===== config.mk =====
export PLATFORM = sky130hd
export DESIGN_NAME = fpu_div_seq
export DESIGN_NICKNAME = d
export VERILOG_FILES = /design/src/rtl/fpu_div_seq.sv
export SDC_FILE = /design/constraint.sdc
export NUM_CORES = 1
export LEC_CHECK = 0
export CORE_MARGIN = 10
export CORE_UTILIZATION = 45
export CTS_CLUSTER_SIZE = 10
export DETAILED_ROUTE_END_ITERATION = 10
export MAX_ROUTING_LAYER = met4
export PLACE_DENSITY_LB_ADDON = 0.15
export SLEW_MARGIN = 0
export SYNTH_ARGS = -nofsm -noshare
export SYNTH_HDL_FRONTEND = slang
export SYNTH_SLANG_ARGS = --single-unit

===== constraint.sdc =====
create_clock -name clk -period 8.8 [get_ports clk]
set_input_delay 2.64 -clock clk [delete_from_list [all_inputs] [get_ports clk]]
set_output_delay 2.64 -clock clk [all_outputs]
set_load 0.01 [all_outputs]

===== src/rtl/fpu_div_seq.sv =====
// Multi-cycle IEEE-754 single-precision divider (radix-2 restoring, round-to-nearest-even, FTZ).
// Optional exception flag outputs are built when FPU_DIV_FLAGS_EN is defined.
module fpu_div_seq #(
  parameter int QBITS = 26
) (
  input  logic        clk,
  input  logic        rst,
  input  logic        start,
  input  logic [31:0] a,
  input  logic [31:0] b,
  output logic        busy,
  output logic        done,
  output logic [31:0] out
`ifdef FPU_DIV_FLAGS_EN
  ,
  output logic        flag_invalid,
  output logic        flag_div_zero,
  output logic        flag_overflow,
  output logic        flag_underflow,
  output logic        flag_inexact
`endif
);

  localparam int CW = $clog2(QBITS);
  localparam logic [CW-1:0] CNT_LAST = CW'(QBITS - 1);
  localparam logic [QBITS-1:0] STK_MASK = (QBITS'(1) << (QBITS - 25)) - QBITS'(1);
  localparam logic [31:0] QNAN = 32'h7FC0_0000;

  typedef enum logic [2:0] {
    S_IDLE,
    S_UNPACK,
    S_DIV,
    S_NORM,
    S_ROUND,
    S_DONE
  } state_t;

  state_t state;

  logic [31:0]        a_r, b_r;
  logic               sign_r;
  logic signed [9:0]  exp_r;
  logic [23:0]        mb_r;
  logic [24:0]        rem_r;
  logic [QBITS-1:0]   q_r;
  logic [CW-1:0]      cnt_r;
  logic               spec_r;
  logic [31:0]        spec_val_r;
  logic [23:0]        sig_r;
  logic               guard_r;
  logic               sticky_r;

  function automatic logic rne_inc(input logic lsb, input logic guard, input logic sticky);
    return guard & (sticky | lsb);
  endfunction

  // Saturate to inf on overflow, flush to zero on underflow, else pack.
  function automatic logic [31:0] pack_sat(input logic s, input logic signed [9:0] e,
                                           input logic [23:0] m);
    if (e >= 10'sd255)
      return {s, 8'hFF, 23'd0};
    else if (e <= 10'sd0)
      return {s, 31'd0};
    else
      return {s, e[7:0], m[22:0]};
  endfunction

  // Operand classification for the special-case override.
  logic [7:0]  ea, eb;
  logic        a_zero, b_zero, a_inf, b_inf, a_nan, b_nan;
  logic        inv_c, dz_c, inf_c, zero_c, spec_c, sign_c;
  logic [31:0] spec_val_c;

  always_comb begin
    ea     = a_r[30:23];
    eb     = b_r[30:23];
    sign_c = a_r[31] ^ b_r[31];
    a_zero = (ea == 8'd0);
    b_zero = (eb == 8'd0);
    a_inf  = (ea == 8'hFF) && (a_r[22:0] == 23'd0);
    b_inf  = (eb == 8'hFF) && (b_r[22:0] == 23'd0);
    a_nan  = (ea == 8'hFF) && (a_r[22:0] != 23'd0);
    b_nan  = (eb == 8'hFF) && (b_r[22:0] != 23'd0);
    inv_c  = a_nan | b_nan | (a_zero & b_zero) | (a_inf & b_inf);
    dz_c   = b_zero & ~a_zero & ~a_inf & ~a_nan;
    inf_c  = ~inv_c & (a_inf | dz_c);
    zero_c = ~inv_c & (a_zero | b_inf);
    spec_c = inv_c | inf_c | zero_c;
    if (inv_c)
      spec_val_c = QNAN;
    else if (inf_c)
      spec_val_c = {sign_c, 8'hFF, 23'd0};
    else
      spec_val_c = {sign_c, 31'd0};
  end

  // Trial subtraction for one restoring step; bit 25 is the borrow.
  logic [25:0] diff;
  assign diff = {1'b0, rem_r} - {2'b00, mb_r};

  // Rounding of the normalized significand.
  logic              inc;
  logic [24:0]       sum;
  logic [23:0]       sig_rnd;
  logic signed [9:0] exp_rnd;

  always_comb begin
    inc     = rne_inc(sig_r[0], guard_r, sticky_r);
    sum     = {1'b0, sig_r} + {24'd0, inc};
    sig_rnd = sum[24] ? sum[24:1] : sum[23:0];
    exp_rnd = sum[24] ? (exp_r + 10'sd1) : exp_r;
  end

  // Normalization source: shift out a leading zero quotient bit.
  logic [QBITS-1:0] qn;
  assign qn = q_r[QBITS-1] ? q_r : (q_r << 1);

  always_ff @(posedge clk or posedge rst) begin
    if (rst) begin
      state      <= S_IDLE;
      busy       <= 1'b0;
      done       <= 1'b0;
      out        <= 32'd0;
      a_r        <= 32'd0;
      b_r        <= 32'd0;
      sign_r     <= 1'b0;
      exp_r      <= 10'sd0;
      mb_r       <= 24'd0;
      rem_r      <= 25'd0;
      q_r        <= '0;
      cnt_r      <= '0;
      spec_r     <= 1'b0;
      spec_val_r <= 32'd0;
      sig_r      <= 24'd0;
      guard_r    <= 1'b0;
      sticky_r   <= 1'b0;
    end else begin
      unique case (state)
        S_IDLE: begin
          done <= 1'b0;
          if (start) begin
            a_r   <= a;
            b_r   <= b;
            busy  <= 1'b1;
            state <= S_UNPACK;
          end
        end
        S_UNPACK: begin
          sign_r     <= sign_c;
          exp_r      <= $signed({2'b00, ea}) - $signed({2'b00, eb}) + 10'sd127;
          mb_r       <= {1'b1, b_r[22:0]};
          rem_r      <= {2'b01, a_r[22:0]};
          q_r        <= '0;
          cnt_r      <= '0;
          spec_r     <= spec_c;
          spec_val_r <= spec_val_c;
          state      <= S_DIV;
        end
        S_DIV: begin
          if (!diff[25]) begin
            rem_r <= diff[24:0] << 1;
            q_r   <= {q_r[QBITS-2:0], 1'b1};
          end else begin
            rem_r <= rem_r << 1;
            q_r   <= {q_r[QBITS-2:0], 1'b0};
          end
          cnt_r <= cnt_r + CW'(1);
          if (cnt_r == CNT_LAST)
            state <= S_NORM;
        end
        S_NORM: begin
          sig_r    <= qn[QBITS-1 -: 24];
          guard_r  <= qn[QBITS-25];
          sticky_r <= (|(qn & STK_MASK)) | (rem_r != 25'd0);
          if (!q_r[QBITS-1])
            exp_r <= exp_r - 10'sd1;
          state <= S_ROUND;
        end
        S_ROUND: begin
          out   <= spec_r ? spec_val_r : pack_sat(sign_r, exp_rnd, sig_rnd);
          done  <= 1'b1;
          busy  <= 1'b0;
          state <= S_DONE;
        end
        S_DONE: begin
          done  <= 1'b0;
          state <= S_IDLE;
        end
        default: state <= S_IDLE;
      endcase
    end
  end

`ifdef FPU_DIV_FLAGS_EN
  logic spec_inv_r, spec_dz_r;
  logic ovf_c, unf_c;

  assign ovf_c = (exp_rnd >= 10'sd255);
  assign unf_c = (exp_rnd <= 10'sd0);

  always_ff @(posedge clk or posedge rst) begin
    if (rst) begin
      spec_inv_r     <= 1'b0;
      spec_dz_r      <= 1'b0;
      flag_invalid   <= 1'b0;
      flag_div_zero  <= 1'b0;
      flag_overflow  <= 1'b0;
      flag_underflow <= 1'b0;
      flag_inexact   <= 1'b0;
    end else begin
      if (state == S_IDLE && start) begin
        flag_invalid   <= 1'b0;
        flag_div_zero  <= 1'b0;
        flag_overflow  <= 1'b0;
        flag_underflow <= 1'b0;
        flag_inexact   <= 1'b0;
      end
      if (state == S_UNPACK) begin
        spec_inv_r <= inv_c;
        spec_dz_r  <= dz_c;
      end
      if (state == S_ROUND) begin
        if (spec_r) begin
          flag_invalid   <= spec_inv_r;
          flag_div_zero  <= spec_dz_r;
          flag_overflow  <= 1'b0;
          flag_underflow <= 1'b0;
          flag_inexact   <= 1'b0;
        end else begin
          flag_invalid   <= 1'b0;
          flag_div_zero  <= 1'b0;
          flag_overflow  <= ovf_c;
          flag_underflow <= unf_c;
          flag_inexact   <= guard_r | sticky_r | ovf_c | unf_c;
        end
      end
    end
  end
`endif

endmodule


# Yosys cells after proc, flatten, opt, wreduce, memory -nomap -nowiden
# Cells that the tools add are included.
classes:
  addsub: 7
  order_cmp: 2
  n_eq_ne: 11
  muxes: 21
  bitwise_logic: 22
  n_reduce_logical: 21
ops:
  columns: ["cell", "count"]
  rows:
  - ["31-bit 2-to-1 mux", 3]
  - ["32-bit 2-to-1 mux", 2]
  - ["26-bit case mux with 2 select lines", 1]
  - ["25-bit case mux with 2 select lines", 1]
  - ["23-bit logical NOT", 2]
  - ["23-bit nonzero test", 2]
  - ["26-bit 2-to-1 mux", 1]
  - ["25-bit by 24-bit subtractor with 26-bit output", 1]
  - ["24-bit by 1-bit adder with 25-bit output", 1]
  - ["25-bit 2-to-1 mux", 1]
  - ["25-bit nonzero test", 1]
  - ["23-bit 2-to-1 mux", 1]
  - ["10-bit 2-to-1 mux", 2]
  - ["10-bit case mux with 2 select lines", 1]
  - ["8-bit equality test, second input constant", 2]
  - ["8-bit logical NOT", 2]
  - ["3-bit case mux with 5 select lines", 1]
  - ["10-bit by 2-bit adder with 10-bit output, second input constant", 1]
  - ["9-bit by 8-bit adder with 10-bit output, second input constant", 1]
  - ["10-bit by 9-bit greater-or-equal comparator with 1-bit output, second input constant", 1]
  - ["10-bit by 1-bit <= comparator with 1-bit output, second input constant", 1]
  - ["5-bit case mux with 2 select lines", 1]
  - ["10-bit by 2-bit subtractor with 10-bit output, second input constant", 1]
  - ["1-bit OR", 9]
  - ["other kinds (18)", 44]
totals:
  ff_bits: 251
  input_bits: 67
  out_inout_bits: 34
  wordCells: 101

# Logic depth before layout (Yosys ltp)
depth:
  word_depth: 9
  mapped_depth: 12
  depth_no_buf: 12

# Worst setup path before layout
# OpenSTA, ideal clock, no wires.
synth_path:
  path_type: "input port to flip-flop"
  startpoint: "input start"
  endpoint: "register a_r[0]"
  setup_ps: 125
  arrival_time_ps: 3858
  required_ps: 8675
  path_slack_ps: 4818
  cell_stages: 4
  n_path_buf: 2
  path_cell_list: "nor4b_1 > clkbuf_1 > clkbuf_1 > mux2_2"
synth_via:
  elab_chain_len: 1
synth_lines:
  columns: ["item", "line_no", "rtl"]
  rows:
  - ["from (decl)", "8", "input logic start,"]
  - ["2-bit AND reduction (no line)", null, null]
  - ["to (signal assigned)", "124", "a_r <= 32'd0;"]
  - ["to (signal assigned)", "142", "a_r <= a;"]
  - ["to (decl)", "40", "logic [31:0] a_r, b_r;"]
# Every way passes these cells.
# A chain may end at the register's enable or synchronous reset.

# Final worst setup path
layout_path:
  startpoint: "input start"
  endpoint: "register a_r[10]"
# The elaborated chain is that of the path after synthesis.

==> results.json <==
{
  "run_status": "completed",
  "power_leakage_nw": 5.81,
  "max_cap_violations": 0,
  "clock_buffer_count_from_cts": 27,
  "vias": 8958,
  "cts.htree.levels": 1,
  "initial_core_util": 0.454,
  "layoutNonFillerInstCount": 1617,
  "comb_power_share": 0.497,
  "met2RoutedLength_mm": 13.4,
  "switching_share": 0.417,
  "std_cell_rows": 59,
  "slew-limit-headroom": 0.240,
  "grt_pass1_vias": 9003,
  "p_int_mw": 3.39,
  "detailedPlace.worstSlack_ns": 4.10,
  "data_required_time_of_the_critical_path_ns": 9.21,
  "met3WireLength_mm": 1.17,
  "place_inst": 1579,
  "track_usage": 0.175,
  "num_antenna_cells": 0,
  "cts_root_buffer": "sky130_fd_sc_hd__clkbuf_16",
  "critPathKind": "in -> reg",
  "synth_top_cell_by_area": "sky130_fd_sc_hd__dfrtp_1",
  "grt_start_max_net_pins": 106,
  "synth_seq_area_share": 0.472,
  "postRouteWirelength_mm": 28.4,
  "critPathCaptureType": "flop",
  "tritoncts_clock_tree": "built",
  "multi_input_area_um2": 5840,
  "coreArea_um2": 25900,
  "synth_cell_types": 74,
  "grt_antenna_before_repair": 0,
  "highest-signal-layer": "met4",
  "post-dp-hpwl_mm": 20.0,
  "grt_pass1_wl_mm": 47.6,
  "layout_worst_path_cycle_share": 0.474,
  "sequential_cell_area_um2": 5560,
  "detailedRoute.firstPassIterationCount": 6,
  "die_width_um": 182,
  "layout-area-overhead-vs-synth_pct": 17.4,
  "die_height_um": 182,
  "cts.hold.buffers_added": 0,
  "die-area_um2": 33000,
  "post_dr_vias_cell": 5.54,
  "finalClockSkew_ns": 0.0111,
  "cp_max_fo": 73,
  "ys_seq_elements": 222,
  "grt_setup_unrepaired": "false",
  "max_freq_mhz": 240,
  "cell_area_after_placement_um2": 13100,
  "cts_resized": 0,
  "cts_post_setup_buffers_inserted": 0,
  "layout.core_utilization": 0.533,
  "setup-violations-final": 0,
  "synthesis.area_um2": 11800,
  "ant_nets": 0,
  "synth_area_leaders": "sky130_fd_sc_hd__dfrtp_1, sky130_fd_sc_hd__mux2_2, sky130_fd_sc_hd__o21ai_0, sky130_fd_sc_hd__nand2_1, sky130_fd_sc_hd__mux2i_1",
  "cts.sinks": 222,
  "detail_route.wirelength.met1_mm": 13.0,
  "overflow": 0,
  "seq_power_share": 0.335,
  "final_layout_size_suffix_gt1_frac": 0.0975,
  "clk_pin_slew_ns": 0.05,
  "yosysWarnings": 0,
  "final_design_area_no_fill_um2": 13800,
  "place.port_buffers": 100,
  "yosys.cell_count.top_type": "sky130_fd_sc_hd__dfrtp_1",
  "finalMaxSlewViolations": 0,
  "clkLatencyLatePin_ns": 0.53,
  "post-route-min-period_ns": 4.17,
  "p_sw_mw": 2.43,
  "drt_drc_violations_left": 0,
  "synth_top_area_frac": 0.472,
  "gpl.final_weighted_congestion": 0.906,
  "postSynth.asyncResetShare": 1.00,
  "clkPwrFrac": 0.168,
  "hold-worst-slack_ns": 0.447,
  "synth_edf_count": 0,
  "pin_count": 101,
  "hold_viol_final": 0,
  "worst_hold_path_class": "reg -> reg",
  "synth_flop_cell": "sky130_fd_sc_hd__dfrtp_1",
  "n_fill_cell": 2353,
  "synth_common_cells": "sky130_fd_sc_hd__dfrtp_1, sky130_fd_sc_hd__nand2_1, sky130_fd_sc_hd__o21ai_0",
  "irDropWorstVdd_mv": 0.187,
  "layout.nets": 1381,
  "p_total_mw": 5.82,
  "crit_path_start_kind": "primary input",
  "synth_nets": 1298,
  "powerDensity_nw_per_um2": 421,
  "syn-instance-count": 1190,
  "final.setup.tns_ns": 0,
  "clock_tree.buffer_depth": 3,
  "wire_per_inst_um": 17.5,
  "worstMarginPinSlew_ns": 1.14,
  "detail_route.iter0.violations": 726,
  "finalWorstSetupSlack_ns": 4.63,
  "syn_avg_cell_area_um2": 9.88,
  "crit_arrival_ns": 4.57
}
==> cell usage in the layout (no fill, tap or decap), types with 5 or more instances in the layout <==
| cell | instances |
|---|---|
| sky130_fd_sc_hd__a211oi_1 | 7 |
| sky130_fd_sc_hd__a21o_1 | 12 |
| sky130_fd_sc_hd__a21oi_1 | 54 |
| sky130_fd_sc_hd__a22o_1 | 27 |
| sky130_fd_sc_hd__a31oi_1 | 5 |
| sky130_fd_sc_hd__and2_1 | 7 |
| sky130_fd_sc_hd__and3_1 | 12 |
| sky130_fd_sc_hd__buf_4 | 10 |
| sky130_fd_sc_hd__clkbuf_1 | 6 |
| sky130_fd_sc_hd__clkbuf_16 | 27 |
| sky130_fd_sc_hd__clkdlybuf4s50_1 | 100 |
| sky130_fd_sc_hd__dfrtp_1 | 222 |
| sky130_fd_sc_hd__ha_1 | 39 |
| sky130_fd_sc_hd__inv_1 | 41 |
| sky130_fd_sc_hd__mux2_2 | 59 |
| sky130_fd_sc_hd__mux2i_1 | 49 |
| sky130_fd_sc_hd__nand2_1 | 152 |
| sky130_fd_sc_hd__nand2b_1 | 9 |
| sky130_fd_sc_hd__nand3_1 | 26 |
| sky130_fd_sc_hd__nand4_1 | 16 |
| sky130_fd_sc_hd__nor2_1 | 60 |
| sky130_fd_sc_hd__nor2b_1 | 5 |
| sky130_fd_sc_hd__nor3_1 | 22 |
| sky130_fd_sc_hd__nor4_1 | 19 |
| sky130_fd_sc_hd__o211ai_1 | 13 |
| sky130_fd_sc_hd__o21a_1 | 13 |
| sky130_fd_sc_hd__o21ai_0 | 118 |
| sky130_fd_sc_hd__o22ai_1 | 18 |
| sky130_fd_sc_hd__xnor2_1 | 31 |
| sky130_fd_sc_hd__xor2_1 | 22 |
==> flip-flops by register name, indices dropped and copies added (netlist names), 3 cells and up <==
name / cells
a_r: 32
b_r: 32
cnt_r: 5
exp_r: 10
mb_r: 24
out: 32
q_r: 26
rem_r: 25
sig_r: 24
spec_val_r: 3
state: 3
==> layer usage <==
layer	track usage	vias up
li1	-	4453
met1	0.225	4286
met2	0.280	171
met3	0.0272	48
met4	0.0514	0
met5	-	-
==> worst paths after layout <==
kind / from / endpoint / slack [ns] / cells after the start
min in group asynchronous: rst / out[24] / 2.65 / 2
max in group asynchronous: rst / q_r[10] / 4.86 / 3
hold / removal: mb_r[23] / mb_r[23] / 0.45 / 2
setup reg to reg: mb_r[1] / rem_r[2] / 5.18 / 11
hold reg to reg: mb_r[23] / mb_r[23] / 0.45 / 2
setup / recovery: start / a_r[10] / 4.63 / 4
==> logic make-up after synthesis <==
kind of cell             after synthesis  share of synthesized area
XOR/XNOR                              53                     0.0395
flip-flops                           222                      0.472
multiplexers                         108                     0.0982
AO/OA/AOI/OAI                        301                      0.160
buffers and inverters                 99                     0.0330
AND/OR/NAND/NOR                      366                      0.152
adder cells (fa/ha/maj)               41                     0.0449
==> critical path, cell delays in order <==
cell,delay (ns)
sky130_fd_sc_hd__clkdlybuf4s50_1,0.53
sky130_fd_sc_hd__nor4b_2,0.21
sky130_fd_sc_hd__buf_4,0.69
sky130_fd_sc_hd__mux2_2,0.42
==> power groups by stage <==
stage                     Sequential (mW)  Combinational [mW]  Clock, mW
after floorplan                      1.80                2.29          0
after global placement               1.95                2.85          0
after detailed placement             1.96                2.89          0
after CTS                            1.94                2.92       1.00
after global routing                 2.02                3.27       1.04
final                                1.95                2.89      0.976
==> cell type report <==
class	count	share of cell area
multi-input cells	869	0.423
flip-flops and latches	222	0.402
repair buffers	110	0.0779
clock buffers	36	0.0535
well taps	335	0.0303
inverters	43	0.0122
clock inverters	2	0.000725
Note: power is estimated with default switching activity, not from simulation.
